$ cat src/rtl/nibble_ser_pkg.sv
// Shared types and index helpers for the nibble serializer.
// Index helpers take the word/slice geometry so the top can size its counter at elaboration.
package nibble_ser_pkg;

  typedef enum logic [0:0] {
    IDLE  = 1'b0,
    SHIFT = 1'b1
  } ser_state_e;

  function automatic int num_slices(input int word_w, input int nib_w);
    return word_w / nib_w;
  endfunction

  // MSB-first walks down from the top bit using -: selects; LSB-first walks up from bit 0 using +:.
  function automatic int start_idx(input int word_w, input int nib_w, input bit msb_first);
    return msb_first ? (word_w - 1) : 0;
  endfunction

  function automatic int final_idx(input int word_w, input int nib_w, input bit msb_first);
    return msb_first ? (nib_w - 1) : (word_w - nib_w);
  endfunction

endpackage

$ cat src/rtl/nibble_serializer.sv
// Word-to-nibble serializer: accepts a WORD_W word on a valid/ready stream and
// emits WORD_W/NIB_W slices one per cycle, flagging the final slice with out_last.
//
// state | meaning
// IDLE  | no word held; in_ready=1, outputs quiet
// SHIFT | presenting word_q slice at idx_q; advances on each out fire
import nibble_ser_pkg::*;

module nibble_serializer #(
  parameter int WORD_W    = 16,
  parameter int NIB_W     = 4,
  parameter bit MSB_FIRST = 1'b1
) (
  input  logic              clk,
  input  logic              rst_n,
  input  logic              in_valid,
  output logic              in_ready,
  input  logic [WORD_W-1:0] in_data,
  output logic              out_valid,
  input  logic              out_ready,
  output logic [NIB_W-1:0]  out_nibble,
  output logic              out_last
);

  localparam int IDX_W = (WORD_W > 1) ? $clog2(WORD_W) : 1;
  localparam logic [IDX_W-1:0] START_IDX = IDX_W'(start_idx(WORD_W, NIB_W, MSB_FIRST));
  localparam logic [IDX_W-1:0] FINAL_IDX = IDX_W'(final_idx(WORD_W, NIB_W, MSB_FIRST));
  localparam logic [IDX_W-1:0] STEP      = IDX_W'(NIB_W);

  if (NIB_W <= 0 || WORD_W <= 0 || (WORD_W % NIB_W) != 0 ||
      num_slices(WORD_W, NIB_W) * NIB_W != WORD_W) begin : g_bad_geometry
    $error("nibble_serializer: WORD_W (%0d) must be a positive multiple of NIB_W (%0d)",
           WORD_W, NIB_W);
  end

  ser_state_e        state_q, state_d;
  logic [WORD_W-1:0] word_q, word_d;
  logic [IDX_W-1:0]  idx_q, idx_d;
  logic [NIB_W-1:0]  slice;
  logic              at_final;

  always_ff @(posedge clk or negedge rst_n) begin
    if (!rst_n) begin
      state_q <= IDLE;
      word_q  <= '0;
      idx_q   <= START_IDX;
    end else begin
      state_q <= state_d;
      word_q  <= word_d;
      idx_q   <= idx_d;
    end
  end

  always_comb begin
    slice = '0;
    if (MSB_FIRST) slice = word_q[idx_q -: NIB_W];
    else           slice = word_q[idx_q +: NIB_W];
  end

  assign at_final = (idx_q == FINAL_IDX);

  // in_ready depends combinationally on out_ready in SHIFT so the next word
  // can be taken on the same edge the final slice leaves: no bubble between words.
  always_comb begin
    state_d    = state_q;
    word_d     = word_q;
    idx_d      = idx_q;
    in_ready   = 1'b0;
    out_valid  = 1'b0;
    out_nibble = '0;
    out_last   = 1'b0;
    unique case (state_q)
      IDLE: begin
        in_ready = 1'b1;
        if (in_valid) begin
          word_d  = in_data;
          idx_d   = START_IDX;
          state_d = SHIFT;
        end
      end
      SHIFT: begin
        out_valid  = 1'b1;
        out_nibble = slice;
        out_last   = at_final;
        in_ready   = at_final && out_ready;
        if (out_ready) begin
          if (!at_final) begin
            idx_d = MSB_FIRST ? (idx_q - STEP) : (idx_q + STEP);
          end else if (in_valid) begin
            word_d = in_data;
            idx_d  = START_IDX;
          end else begin
            state_d = IDLE;
          end
        end
      end
      default: state_d = IDLE;
    endcase
  end

endmodule

$ cat config.mk
export PLATFORM = sky130hd
export DESIGN_NAME = nibble_serializer
export DESIGN_NICKNAME = d
export VERILOG_FILES = /design/src/rtl/nibble_ser_pkg.sv /design/src/rtl/nibble_serializer.sv
export SDC_FILE = /design/constraint.sdc
export NUM_CORES = 1
export LEC_CHECK = 0
export ABC_AREA = 1
export CORE_MARGIN = 2
export CORE_UTILIZATION = 42
export DETAILED_ROUTE_END_ITERATION = 10
export HOLD_SLACK_MARGIN = 0.06
export PLACE_DENSITY = 0.66
export REMOVE_ABC_BUFFERS = 1
export SLEW_MARGIN = 20
export SYNTH_ARGS = -nofsm -noshare
export SYNTH_HDL_FRONTEND = slang
export SYNTH_SLANG_ARGS = --single-unit
$ cat constraint.sdc
create_clock -name clk -period 4.9 [get_ports clk]
set_input_delay 0.98 -clock clk [delete_from_list [all_inputs] [get_ports clk]]
set_output_delay 0.98 -clock clk [all_outputs]
set_load 0.01 [all_outputs]
# Word level (Yosys, flattened, before mapping)
# Index checks and enable logic that the tools add are counted.
# word_totals
elab_cells,27
register_bits,21
output_inout_bits,7
inputBits,20
# classes
shifts,1
n_reduce_logical,2
n_eq_ne,3
addsub,1
muxes,16
n_bitwise,1
# op_table
cell,n
$mux 16,3
$pmux 16 s2,1
$shiftx 19x5->4,1
$mux 4,4
$pmux 4 s2,1
$mux 1,5
$eq 4x2->1 const B,1
$pmux 1 s2,2
$sub 4x3->4 const B,1
$ne 2x1->1 const B,1
$ne 2x2->1 const B,1
$reduce_and 2->1,1
$logic_and 1x1->1,1
$not 1->1,1

# Depth between registers and ports, before layout
# Gate-level depths: netlist of the first run.
# depth
depth_word,4
ltp_mapped,11

# Worst setup path after synthesis of the first run
# No wires, ideal clock.
# synth_timing
kind,register to output
from,reg idx_q[2]
to,out in_ready
arrival_ps,1494
setup_slack_ps,2426
required_time_ps,3920
n_path_buf,2
stages_incl_launch_ff,9
cell_sequence,dfstp_2 -> buf_2 -> inv_1 -> ha_1 -> nand3_4 -> nand2_2 -> inv_2 -> nor2_8 -> buf_4
# synth_via
elab_chain_len,3
# synth_lines
element,line_no,source
from (decl),nibble_serializer.sv:38,"logic [IDX_W-1:0] idx_q, idx_d;"
from (signal assigned),nibble_serializer.sv:50,idx_q <= idx_d;
$eq 4x2->1,nibble_serializer.sv:60,assign at_final = (idx_q == FINAL_IDX);
$logic_and 1x1->1,nibble_serializer.sv:85,in_ready = at_final && out_ready;
$pmux 1 s2,nibble_serializer.sv:72,unique case (state_q)
to (decl),nibble_serializer.sv:17,"output logic in_ready,"
# Every way passes these cells.

# Worst setup path after layout of the first run
# layout_timing
from,reg idx_q[1]
to,out out_nibble[3]
# layout_via
elab_chain_len,2
# layout_lines
element,line_no,source
$shiftx 19x5->4,nibble_serializer.sv:56,if (MSB_FIRST) slice = word_q[idx_q -: NIB_W];
$mux 4,nibble_serializer.sv:72,
to (decl),nibble_serializer.sv:21,"output logic [NIB_W-1:0] out_nibble,"
# Every way passes these cells.

==> results of run 1 <==
-- cells in the mapped netlist --
cell,instances
nand2_1,98
nand3_1,41
inv_1,21
dfrtp_1,17
nor2_1,16
a21oi_1,6
buf_2,4
buf_6,4
dfstp_2,4
o21ai_0,3
buf_4,2
inv_2,2
nor2_4,2
ha_1,1
nand2_2,1
nand2_4,1
nand3_4,1
nor2_2,1
nor2_8,1
-- flip-flops by register name, summed over array words and instances, names as in the netlist --
register / count
word_q: 16
state_q: 1
idx_q: 4
-- metrics by stage --
stage	setup WS, ps	area (um2)	utilization [%]
global placement	1437	1709	50.82
global route	1186	1737	51.64
CTS	1406	1737	51.64
floorplan	2506	1391	-
detailed placement	1428	1709	50.82
finish	1418	1737	51.64
-- path summary, 6_finish.rpt --
kind	from	to	slack, ps
hold reg to reg	word_q[13]	word_q[13]	490
setup reg to reg	idx_q[2]	word_q[6]	3020
setup / recovery	idx_q[1]	out_nibble[3]	1420
min in group asynchronous	rst_n	word_q[15]	1180
hold / removal	word_q[13]	word_q[13]	490
max in group asynchronous	rst_n	state_q	3140
-- cell families (layout without fill, tap and decap cells) --
group | Yosys count | count (layout)
buffers and inverters | 33 | 53
and+or+nand+nor | 162 | 162
DFF | 21 | 21
adders and majority gates | 1 | 1
AOI/OAI and AO/OA | 9 | 9
-- worst max-delay path, cell delays in order (launching register included) --
cell and delay (ps):
dfstp_2 700, inv_1 260, nor2_4 220, inv_1 100, nor2_1 110, nor2_1 50, nand2_1 50, nand2_1 40
nor2_1 120, clkdlybuf4s50_1 550
-- metal layers --
| metal | routed length [um] | global-route usage, % |
|---|---|---|
| met3 | 183 | 2.679 |
| met2 | 1464 | 29.79 |
| met4 | 45 | 6.522 |
| met1 | 1613 | 27.29 |
| met5 | 0 | 0 |
-- area by class of cell --
| cell class | instances | area [um2] | share of cell area, % |
|---|---|---|---|
| Inverter | 23 | 86.33 | 4.971 |
| Clock buffer | 3 | 22.52 | 1.297 |
| Sequential cell | 21 | 530.5 | 30.55 |
| Multi-Input combinational cell | 172 | 774.5 | 44.60 |
| Timing Repair Buffer | 26 | 260.3 | 14.99 |
| Tap cell | 46 | 57.56 | 3.314 |
| Clock inverter | 1 | 5.005 | 0.2882 |
-- power by group --
group | switching, mW | internal (mW) | total [mW] | leakage [nW]
Combinational | 0.259 | 0.208 | 0.467 | 0.666
Clock | 0.0556 | 0.0305 | 0.0862 | 0.0177
Sequential | 0.0718 | 0.250 | 0.321 | 0.252
==> flow_summary.toml, run 1 <==
[logic_synthesis]
synth_compound_area_share_pct = 3.061
yosysTopAreaCell = "dfrtp_1"
muxShareOfSynthArea_pct = 0
syn-mean-instance-area_um2 = 6.511
syn_area_mm2 = 0.001471
synth-adder-area-share_pct = 0.8503
synth_cell_types = 19
yosysWarnings = 0
synth.area.top_cells = "dfrtp_1 (29%), nand2_1 (25%), nand3_1 (14%)"
synth_top_family_by_area = "simple AND/OR/NAND/NOR gates"
ys_seq_elements = 21
synthXorXnorAreaFrac_pct = 0
synth_top_area_share_pct = 28.91
synth.yosys.seq_area_share_pct = 36.05
synth_cells = 226
yosys.area_share.simple_pct = 48.72

[grt]
grt_usage_pct = 19.13
overflow = 0
antenna_found_initial = 0
first_global_vias = 1264
grt_pass1_wl_um = 6016
grt_max_degree = 22

[timing]
finalSetupViolCount = 0
rsz0062_at_grt = "false"
min_period_ps = 3482
tns_ps = 0
finalMaxSlewViolations = 0
fmaxAchievable_mhz = 287.2
final.period_utilization_pct = 71.07
finalHoldViolCount = 0
max-slew-margin-rel_pct = 36.33
worst_slew_pin_slew_ps = 952.1
skew_ps = 8.194
timing.hold.ws_ps = 490.7

[floorplan]
die_h_um = 63.19
io_pins = 27
row_count = 21
die-area_mm2 = 0.003993
die_x_um = 63.19
placeableCoreArea_mm2 = 0.003363
start_util_pct = 43.75

[worst_hold_path]
whs_path_depth = 2
hp-class = "reg2reg"

[cells_and_area]
stdcell_count = 292
antenna_cells = 0
final_nets = 268
drive_above_1_share_pct = 6.911
fillers = 381
most-common-layout-cells = "nand2_1 (98), nand3_1 (41), clkdlybuf4s50_1 (26)"
syn2layout_area_growth_pct = 18.03
layout_commonest_cell = "nand2_1"

[route]
wl_per_cell_um = 11.33
drt_first_pass_iters = 4
drtAntennaViolNets = 0
routed_wl_um = 3307
via_count = 1424
route.detailed.drc = 0
drt-initial-drc-count = 102
via_per_inst = 4.877

[cts]
cts.path.max_buffers = 2
cts_setup_buffers = 0
cts_made_buffers = 3
cts_tree = "done"
clk_pin_slew_ps = 120
insertion_delay_ps = 310
cts_resized = 0
htreeDepth = 1
cts.sink_count = 21
cts-root-buf = "clkbuf_4"
cts_hold_buf = 0

[placement]
place_congestion = 0.9352
placedCellCount = 288
dpl.hpwl_um = 2319
io_buffers = 26

[setup_path]
required_ps = 3920
ff2ff_path_depth = 9
endpoint_kind = "output pin"
cp-start-kind = "register"
critPathKind = "reg2out"
critPathArrivalTime_ps = 2500
path_max_fanout = 11

[run]
maxCapViolations = 0

[pwr]
powerDensity_mw_per_mm2 = 503.5
peakVddDrop_uv = 183.2
cellLeakagePower_nw = 0.9357
power_uw = 874.4

[outcome]
status = "finished, final reports clean"
Power figures use the tool's default switching activity.
==> inputs of run 2 (changes only) <==
==> constraint.sdc (replaced) <==
create_clock -name clk -period 3.3 [get_ports clk]
set_input_delay 0.66 -clock clk [delete_from_list [all_inputs] [get_ports clk]]
set_output_delay 0.66 -clock clk [all_outputs]
set_load 0.01 [all_outputs]
==> flow_summary.toml, run 2 (synthesis gave the netlist of run 1 again) <==
[timing]
fmaxAchievable_mhz = 320.9
final.period_utilization_pct = 94.42
skew_ps = 4.813
tns_ps = 0
max-slew-margin-rel_pct = 38.18
finalSetupViolCount = 0
worst_slew_pin_slew_ps = 924.4
finalHoldViolCount = 0
min_period_ps = 3116
rsz0062_at_grt = "false"
finalMaxSlewViolations = 0

[placement]
io_buffers = 26
dpl.hpwl_um = 2367
placedCellCount = 290
place_congestion = 0.9294

[pwr]
clock_power_share_pct = 9.8
peakVddDrop_uv = 248.0
powerDensity_mw_per_mm2 = 742.1
p_sw_share_pct = 43.84
power_frac_seq_pct = 36.8
pwr-share-comb_pct = 53.4
p_int_uw = 730.0
cellLeakagePower_nw = 0.9452
power_mw = 1.300
p_switching_uw = 569.8

[cts]
cts.path.max_buffers = 2
cts_setup_buffers = 0
cts_resized = 0
clk_pin_slew_ps = 120
cts-root-buf = "clkbuf_4"
insertion_delay_ps = 310
htreeDepth = 1
cts_tree = "done"
cts_made_buffers = 3
cts.sink_count = 21
cts_hold_buf = 0

[route]
drtAntennaViolNets = 0
drt_first_pass_iters = 5
wl_met1_um = 1612
drt-initial-drc-count = 67
dr_wl_met2_um = 1447
route.detailed.drc = 0
dr_wl_met3_um = 133
routed_wl_um = 3247
topRoutingLayerUsed = "met4"
via_per_inst = 4.728
via_count = 1390
wl_per_cell_um = 11.04

[cells_and_area]
antenna_cells = 0
syn2layout_area_growth_pct = 19.05
layout_commonest_cell = "nand2_1"
fin_util_pct = 52.08
stdcell_count = 294
drive_above_1_share_pct = 7.661
reg_top3 = "word_q x16, idx_q x4, state_q x1"
most-common-layout-cells = "nand2_1 (98), nand3_1 (41), clkdlybuf4s50_1 (26)"
final_nets = 270
top_register = "word_q"
largest_register_ffs = 16

[grt]
first_global_vias = 1286
grt_usage_pct = 17.51
antenna_found_initial = 0
grt_max_degree = 22
overflow = 0
grt_pass1_wl_um = 5706

[worst_hold_path]
hp-class = "reg2reg"

[floorplan]
die_x_um = 63.19
row_count = 21
die_h_um = 63.19
die-area_mm2 = 0.003993
placeableCoreArea_mm2 = 0.003363
io_pins = 27
start_util_pct = 43.75

[run]
maxCapViolations = 0

[setup_path]
critPathKind = "reg2out"
cp_cell_sequence = "inv_1, nor2_4, inv_1, nor2_1, nor2_1, nand2_1, nand2_1, nor2_1, clkdlybuf4s50_1"
cp-start-kind = "register"
path_max_fanout = 11
cp_top_family = "buffers and inverters"
cp_common_cell = "nor2_1"
required_ps = 2640
endpoint_kind = "output pin"
slowest_delay_ps = 680
critPathBufInv = 3
critPathArrivalTime_ps = 2460
cp_slowest_cell = "dfstp_2"

[outcome]
status = "finished, final reports clean"
[run 2: final timing paths]
kind,end,cells past startpoint,start,slack [ps]
max in group asynchronous,word_q[0],1,rst_n,1890
worst min register to register,word_q[7],2,word_q[7],490
worst max register to register,word_q[2],10,idx_q[2],1300
worst max-delay path,out_nibble[3],9,idx_q[1],180
min in group asynchronous,word_q[14],1,rst_n,850
worst min-delay path,word_q[7],2,word_q[7],490
[run 2: layout make-up]
cell class                 instances  area (um2)
timing repair buffer              28       275.3
inverter                          23       86.33
fill                             364        1612
sequential                        21       530.5
multi-input combinational        172       774.5
clock inverter                     1       5.005
tap                               46       57.56
clock buffer                       3       22.52
[run 2: worst reg2reg max path, stage by stage, from the launching register on]
cell	delay (ps)
dfstp_2	700
inv_1	130
ha_1	250
nand3_4	100
nand2_2	50
inv_2	130
nor2_8	40
buf_4	200
nand2_4	190
nand2_1	90
nand2_1	60
[run 2: power by group through the flow]
stage          logic (mW)  registers (mW)  clock network [mW]
5_1_grt             0.804           0.492               0.143
6_report            0.694           0.478               0.128
2_1_floorplan       0.474           0.451                   0
3_5_place_dp        0.700           0.484                   0
4_1_cts             0.704           0.477               0.132
3_3_place_gp        0.702           0.481                   0
[run 2: per-stage QoR]
step           instance area, um2  worst slack, ps  hold slack [ps]
6_report                     1752            184.1            486.1
5_1_grt                      1752            11.88            512.3
4_1_cts                      1752            163.2            493.9
3_5_place_dp                 1724            530.8            462.6
3_3_place_gp                 1724            572.0            456.1
2_1_floorplan                1391             1226            364.4
[run 2: metal layers]
| layer | global-route usage [%] | vias to the layer above |
|---|---|---|
| met5 | 0 | - |
| met4 | 5.435 | 0 |
| met3 | 3.214 | 7 |
| met1 | 24.04 | 604 |
| li1 | - | 746 |
| met2 | 28.06 | 33 |
